===== config.mk =====
export PLATFORM = sky130hd
export DESIGN_NAME = dmem_arbiter
export DESIGN_NICKNAME = d
export VERILOG_FILES = /design/src/rtl/dmem_arbiter.sv
export SDC_FILE = /design/constraint.sdc
export NUM_CORES = 1
export LEC_CHECK = 0
export ABC_CLOCK_PERIOD_IN_PS = 5980
export BUFFER_PORTS_ARGS = -buffer_cell sky130_fd_sc_hd__buf_2
export CAP_MARGIN = 15
export CORE_MARGIN = 5
export CORE_UTILIZATION = 52
export DETAILED_ROUTE_END_ITERATION = 12
export GPL_ROUTABILITY_DRIVEN = 0
export PLACE_DENSITY = 0.87
export REMOVE_ABC_BUFFERS = 1
export SETUP_SLACK_MARGIN = 0.15
export SLEW_MARGIN = 20
export SYNTH_ARGS = -nofsm -noshare
export SYNTH_HDL_FRONTEND = slang
export SYNTH_SLANG_ARGS = --single-unit

===== constraint.sdc =====
create_clock -name clk -period 5.98 [get_ports clk]
set_input_delay 0.598 -clock clk [delete_from_list [all_inputs] [get_ports clk]]
set_output_delay 0.598 -clock clk [all_outputs]
set_load 0.02 [all_outputs]

===== src/rtl/dmem_arbiter.sv =====
// dmem_arbiter: two-requester, round-robin arbiter in front of a single data memory port.
//
// Each transaction passes through IDLE -> ISSUE -> RESP. Accesses that fail the
// size/alignment/bounds check go IDLE -> RESP and never touch memory.
//
// Ports
//   clk, rst_n            : clock, asynchronous active-low reset
//   reqN, weN, sizeN      : request valid (held until ackN), store/load, size (11 w, 10 h, 01 b)
//   addrN, wdataN         : byte address, right-justified store data
//   ackN, errN, rdataN    : one-cycle completion, reject flag, load result (held until next ackN)
//   mem_write, mem_read   : size-encoded strobes, only nonzero in ISSUE
//   mem_address,
//   mem_write_data        : latched address / store data
//   mem_read_data         : memory load data, updated at the negedge of the ISSUE cycle
//   busy, grant           : FSM not idle, index of the requester being served
module dmem_arbiter #(
    parameter logic [31:0] SIZE = 32'h8000
) (
    input  logic        clk,
    input  logic        rst_n,
    input  logic        req0,
    input  logic        req1,
    input  logic        we0,
    input  logic        we1,
    input  logic [1:0]  size0,
    input  logic [1:0]  size1,
    input  logic [31:0] addr0,
    input  logic [31:0] addr1,
    input  logic [31:0] wdata0,
    input  logic [31:0] wdata1,
    output logic        ack0,
    output logic        ack1,
    output logic        err0,
    output logic        err1,
    output logic [31:0] rdata0,
    output logic [31:0] rdata1,
    output logic [1:0]  mem_write,
    output logic [1:0]  mem_read,
    output logic [31:0] mem_address,
    output logic [31:0] mem_write_data,
    input  logic [31:0] mem_read_data,
    output logic        busy,
    output logic        grant
);

    typedef enum logic [1:0] {IDLE, ISSUE, RESP} state_t;

    state_t      state_q, state_d;
    logic        ptr_q;
    logic        grant_q;
    logic        we_q;
    logic [1:0]  size_q;
    logic [31:0] addr_q;
    logic [31:0] wdata_q;
    logic        err_q;
    logic [31:0] rdata0_q, rdata1_q;

    // Winner selection: the pointer only matters when both requesters are asking.
    logic        any_req;
    logic        winner;
    logic        w_we;
    logic [1:0]  w_size;
    logic [31:0] w_addr;
    logic [31:0] w_wdata;
    logic [2:0]  w_bytes;
    logic        w_err;

    assign any_req = req0 | req1;
    assign winner  = (req0 & req1) ? ptr_q : req1;
    assign w_we    = winner ? we1    : we0;
    assign w_size  = winner ? size1  : size0;
    assign w_addr  = winner ? addr1  : addr0;
    assign w_wdata = winner ? wdata1 : wdata0;

    always_comb begin
        w_bytes = 3'd0;
        case (w_size)
            2'b11:   w_bytes = 3'd4;
            2'b10:   w_bytes = 3'd2;
            2'b01:   w_bytes = 3'd1;
            default: w_bytes = 3'd0;
        endcase
    end

    // 33-bit end-address sum so an access near 0xFFFFFFFF cannot wrap past the check.
    always_comb begin
        w_err = 1'b0;
        if (w_size == 2'b00)                                    w_err = 1'b1;
        if (w_addr >= SIZE)                                     w_err = 1'b1;
        if (({1'b0, w_addr} + {30'b0, w_bytes}) > {1'b0, SIZE}) w_err = 1'b1;
        if (w_size == 2'b11 && w_addr[1:0] != 2'b00)            w_err = 1'b1;
        if (w_size == 2'b10 && w_addr[0])                       w_err = 1'b1;
    end

    // State register
    always_ff @(posedge clk or negedge rst_n) begin
        if (!rst_n) state_q <= IDLE;
        else        state_q <= state_d;
    end

    // Next state
    always_comb begin
        state_d = state_q;
        case (state_q)
            IDLE:    if (any_req) state_d = w_err ? RESP : ISSUE;
            ISSUE:   state_d = RESP;
            RESP:    state_d = IDLE;
            default: state_d = IDLE;
        endcase
    end

    // Request latch, arbitration pointer and per-requester read data
    always_ff @(posedge clk or negedge rst_n) begin
        if (!rst_n) begin
            ptr_q    <= 1'b0;
            grant_q  <= 1'b0;
            we_q     <= 1'b0;
            size_q   <= 2'b00;
            addr_q   <= '0;
            wdata_q  <= '0;
            err_q    <= 1'b0;
            rdata0_q <= '0;
            rdata1_q <= '0;
        end else begin
            if (state_q == IDLE && any_req) begin
                ptr_q   <= ~winner;
                grant_q <= winner;
                we_q    <= w_we;
                size_q  <= w_size;
                addr_q  <= w_addr;
                wdata_q <= w_wdata;
                err_q   <= w_err;
                if (w_err) begin
                    if (winner) rdata1_q <= '0;
                    else        rdata0_q <= '0;
                end
            end
            // Memory drives its data at the negedge of ISSUE; take it on the closing edge.
            if (state_q == ISSUE && !we_q) begin
                if (grant_q) rdata1_q <= mem_read_data;
                else         rdata0_q <= mem_read_data;
            end
        end
    end

    // Outputs
    always_comb begin
        busy           = (state_q != IDLE);
        grant          = grant_q;
        mem_write      = 2'b00;
        mem_read       = 2'b00;
        mem_address    = addr_q;
        mem_write_data = wdata_q;
        ack0           = 1'b0;
        ack1           = 1'b0;
        if (state_q == ISSUE) begin
            if (we_q) mem_write = size_q;
            else      mem_read  = size_q;
        end
        if (state_q == RESP) begin
            ack0 = ~grant_q;
            ack1 = grant_q;
        end
        err0   = ack0 & err_q;
        err1   = ack1 & err_q;
        rdata0 = rdata0_q;
        rdata1 = rdata1_q;
    end

endmodule


==> flow_metrics.tcl <==
set metrics [dict create \
    grt_pass1_wl_um 33840 \
    crit_top_cell "mux2i_1" \
    die_w_um 125.8 \
    synth-seq-area-share_pct 48.78 \
    postCtsHoldBufs 0 \
    finalMaxSlewViolations 0 \
    pin_count 308 \
    finalSetupViolCount 0 \
    yosysTopAreaCell "dfrtp_1" \
    tns_ns 0 \
    ys_top_cells_by_area "dfrtp_1 (49%), mux2i_1 (10%), nand2_1 (6.2%)" \
    start_kind "flip-flop" \
    place_ws_ns 0.6380 \
    rr_startpoint "ptr_q$_DFFE_PN0P_" \
    finalPower_uw 3637 \
    synth_seq_cells 136 \
    cts.root.buffer_cell "clkbuf_16" \
    hold_viol_final 0 \
    fmax_ghz 0.1951 \
    cp_top_family "simple AND/OR/NAND/NOR gates" \
    grt_pass1_vias 6738 \
    fin_crit_ns 5.125 \
    yosysWarnings 0 \
    worst_slack_ns 0.8552 \
    antenna_cells 0 \
    antenna_found_initial 0 \
    rows 42 \
    areaGrowthSynthToFinish_pct 31.53 \
    ir_drop_uv 255.9 \
    via_count 6730 \
    r2r_end "state_q[1]$_DFFE_PN0P_" \
    cts_buffers 17 \
    syn_area_sq_um 6977 \
    cts.sinks 136 \
    netlist.area_leader.share_pct 48.78 \
    final_common_cell "buf_2" \
    arrival_ns 5.42 \
    synthDistinctLibCells 55 \
    drtIter0Drc 609 \
    fp.coreArea_sq_um 13190 \
    wirelength_um 21100 \
    gr-total-overflow 0 \
    timing.final.crit_share_pct 85.70 \
    postCtsSetupBuffers 0 \
    vias_per_cell 5.708 \
    status "finished, final reports clean" \
    layout_common_cells "buf_2 (306), dfrtp_1 (136), nand2_1 (115), mux2i_1 (73), o21ai_0 (47)" \
    critPathRequiredTime_ns 6.28 \
    finalClockSkew_ns 0.006498 \
    path_buf_inv 0 \
    crit_path_max_fanout 66 \
    grt_max_degree 70 \
    rsz0062_at_grt "false" \
    route.detailed.drc 0 \
    hpwl_um 15300 \
    fin_nets 1164 \
    nFillCells 1019 \
    crit_path_end_kind "flip-flop" \
    drive_gt1_share_pct 39.58 \
    slew_headroom_pct 28.53 \
    htreeDepth 4 \
    syn_avg_cell_area_sq_um 9.813 \
    clkSlewWorstSetupHoldPaths_ns 0.06 \
    maxCapViolCount 0 \
    clockBufferDepth 2 \
    critPathMaxStageDelay_ns 0.91 \
    synth_edf_count 0 \
    rrSetupSlack_ns 0.86 \
    path_cells "nand2b_1, and2_2, mux2i_1, nor2b_1, ha_1, fa_1, a21oi_1, a211o_1, mux2i_1, o221ai_1, or4b_4, a311o_1" \
    netlist_instances 711 \
    cts_tree "done" \
    avgRoutedWirePerCell_um 17.90 \
    p_per_area_nw_per_um2 396.3 \
    die_area_sq_um 15830 \
    grt_usage_pct 26.19 \
    p_leak_uw 0.004446 \
    first_pass_iters 5 \
    cts_resized 0 \
    port-buffer-count 307 \
    max_slew.worst_pin.slew_ns 1.070 \
    hold_class "primary input to async pin" \
    rr_worst_depth 12 \
    start_util_pct 52.89 \
    crit_type "flip-flop to flip-flop" \
    synth-main-ff-cell "dfrtp_1" \
    synth-async-reset-ratio_pct 100.0 \
    slowest_stage "or4b_4" \
    final_antenna_net_count 0 \
    die_h_um 125.8 \
    worstSkewPairLatency_ns 0.41 \
]
-- area by class of cell --
type | count | area [sq um] | share of cell area (%)
Clock inverter | 14 | 173.9 | 1.895
Inverter | 5 | 18.77 | 0.2045
Sequential cell | 136 | 3403 | 37.09
Multi-Input combinational cell | 515 | 3328 | 36.27
Tap cell | 176 | 220.2 | 2.400
Clock buffer | 18 | 429.2 | 4.677
Timing Repair Buffer | 315 | 1603 | 17.47
-- where the power goes --
part / total, uW / leakage [uW] / internal, uW / switching, uW
Clock: 1070 / 0.000289 / 660 / 414
Combinational: 1280 / 0.00240 / 402 / 882
Sequential: 1280 / 0.00175 / 1150 / 129
-- cells by family (layout without fill, tap and decap cells) --
kind of cell	Yosys count	in the layout	share of synthesized area [%]
compound gates	215	215	20.91
simple gates	213	213	13.72
flops	136	136	48.78
mux	74	74	10.63
buf+inv	60	352	3.999
xor+xnor	9	9	1.130
fa+ha+maj	4	4	0.8250
-- worst max-delay path by stage --
stage	start	slack [ns]	depth (start not counted)	endpoint
after detailed placement	req0	0.64	13	state_q[1]$_DFFE_PN0P_
after CTS	ptr_q$_DFFE_PN0P_	0.92	12	state_q[1]$_DFFE_PN0P_
after global routing	ptr_q$_DFFE_PN0P_	0.60	12	state_q[1]$_DFFE_PN0P_
after global placement	req0	0.85	13	state_q[1]$_DFFE_PN0P_
final	ptr_q$_DFFE_PN0P_	0.86	12	state_q[1]$_DFFE_PN0P_
after floorplan	req0	0.29	12	state_q[1]$_DFFE_PN0P_
-- per-layer routing --
metal	up-vias	GRT usage, %	share of wire, %
met5	-	0	0
met2	372	43.58	49
li1	3124	-	-
met1	3182	32.29	39
met3	52	7.663	9.1
met4	0	10.35	2.8
-- state kept, by name, summed over array words and instances (netlist names) --
name and flops:
size_q 2, mem_address 32, we_q 1, rdata0 32
err_q 1, state_q 2, ptr_q 1, grant 1
mem_write_data 32, rdata1 32
-- through the flow --
stage          hold WS (ns)  instance area, sq um  instances  utilization (%)
3_5_place_dp         0.4577                  8573       1147            65.00
4_1_cts              0.1788                  9176       1179            69.57
3_3_place_gp         0.4565                  8573       1147            65.00
6_report             0.1614                  9176       1179            69.57
2_1_floorplan        0.3024                  6716        656                -
5_1_grt              0.1966                  9176       1179            69.57
-- synthesized netlist by cell type, types with 8 or more instances --
cell type	instances
and3_1	9
a21oi_1	36
nand2_1	115
mux2i_1	73
nor4_1	10
nor2_1	39
nand3_1	8
clkbuf_1	38
o21ai_0	48
a21oi_2	40
a22oi_1	33
a31oi_1	24
dfrtp_1	136
(Power assumes the default switching activity.)
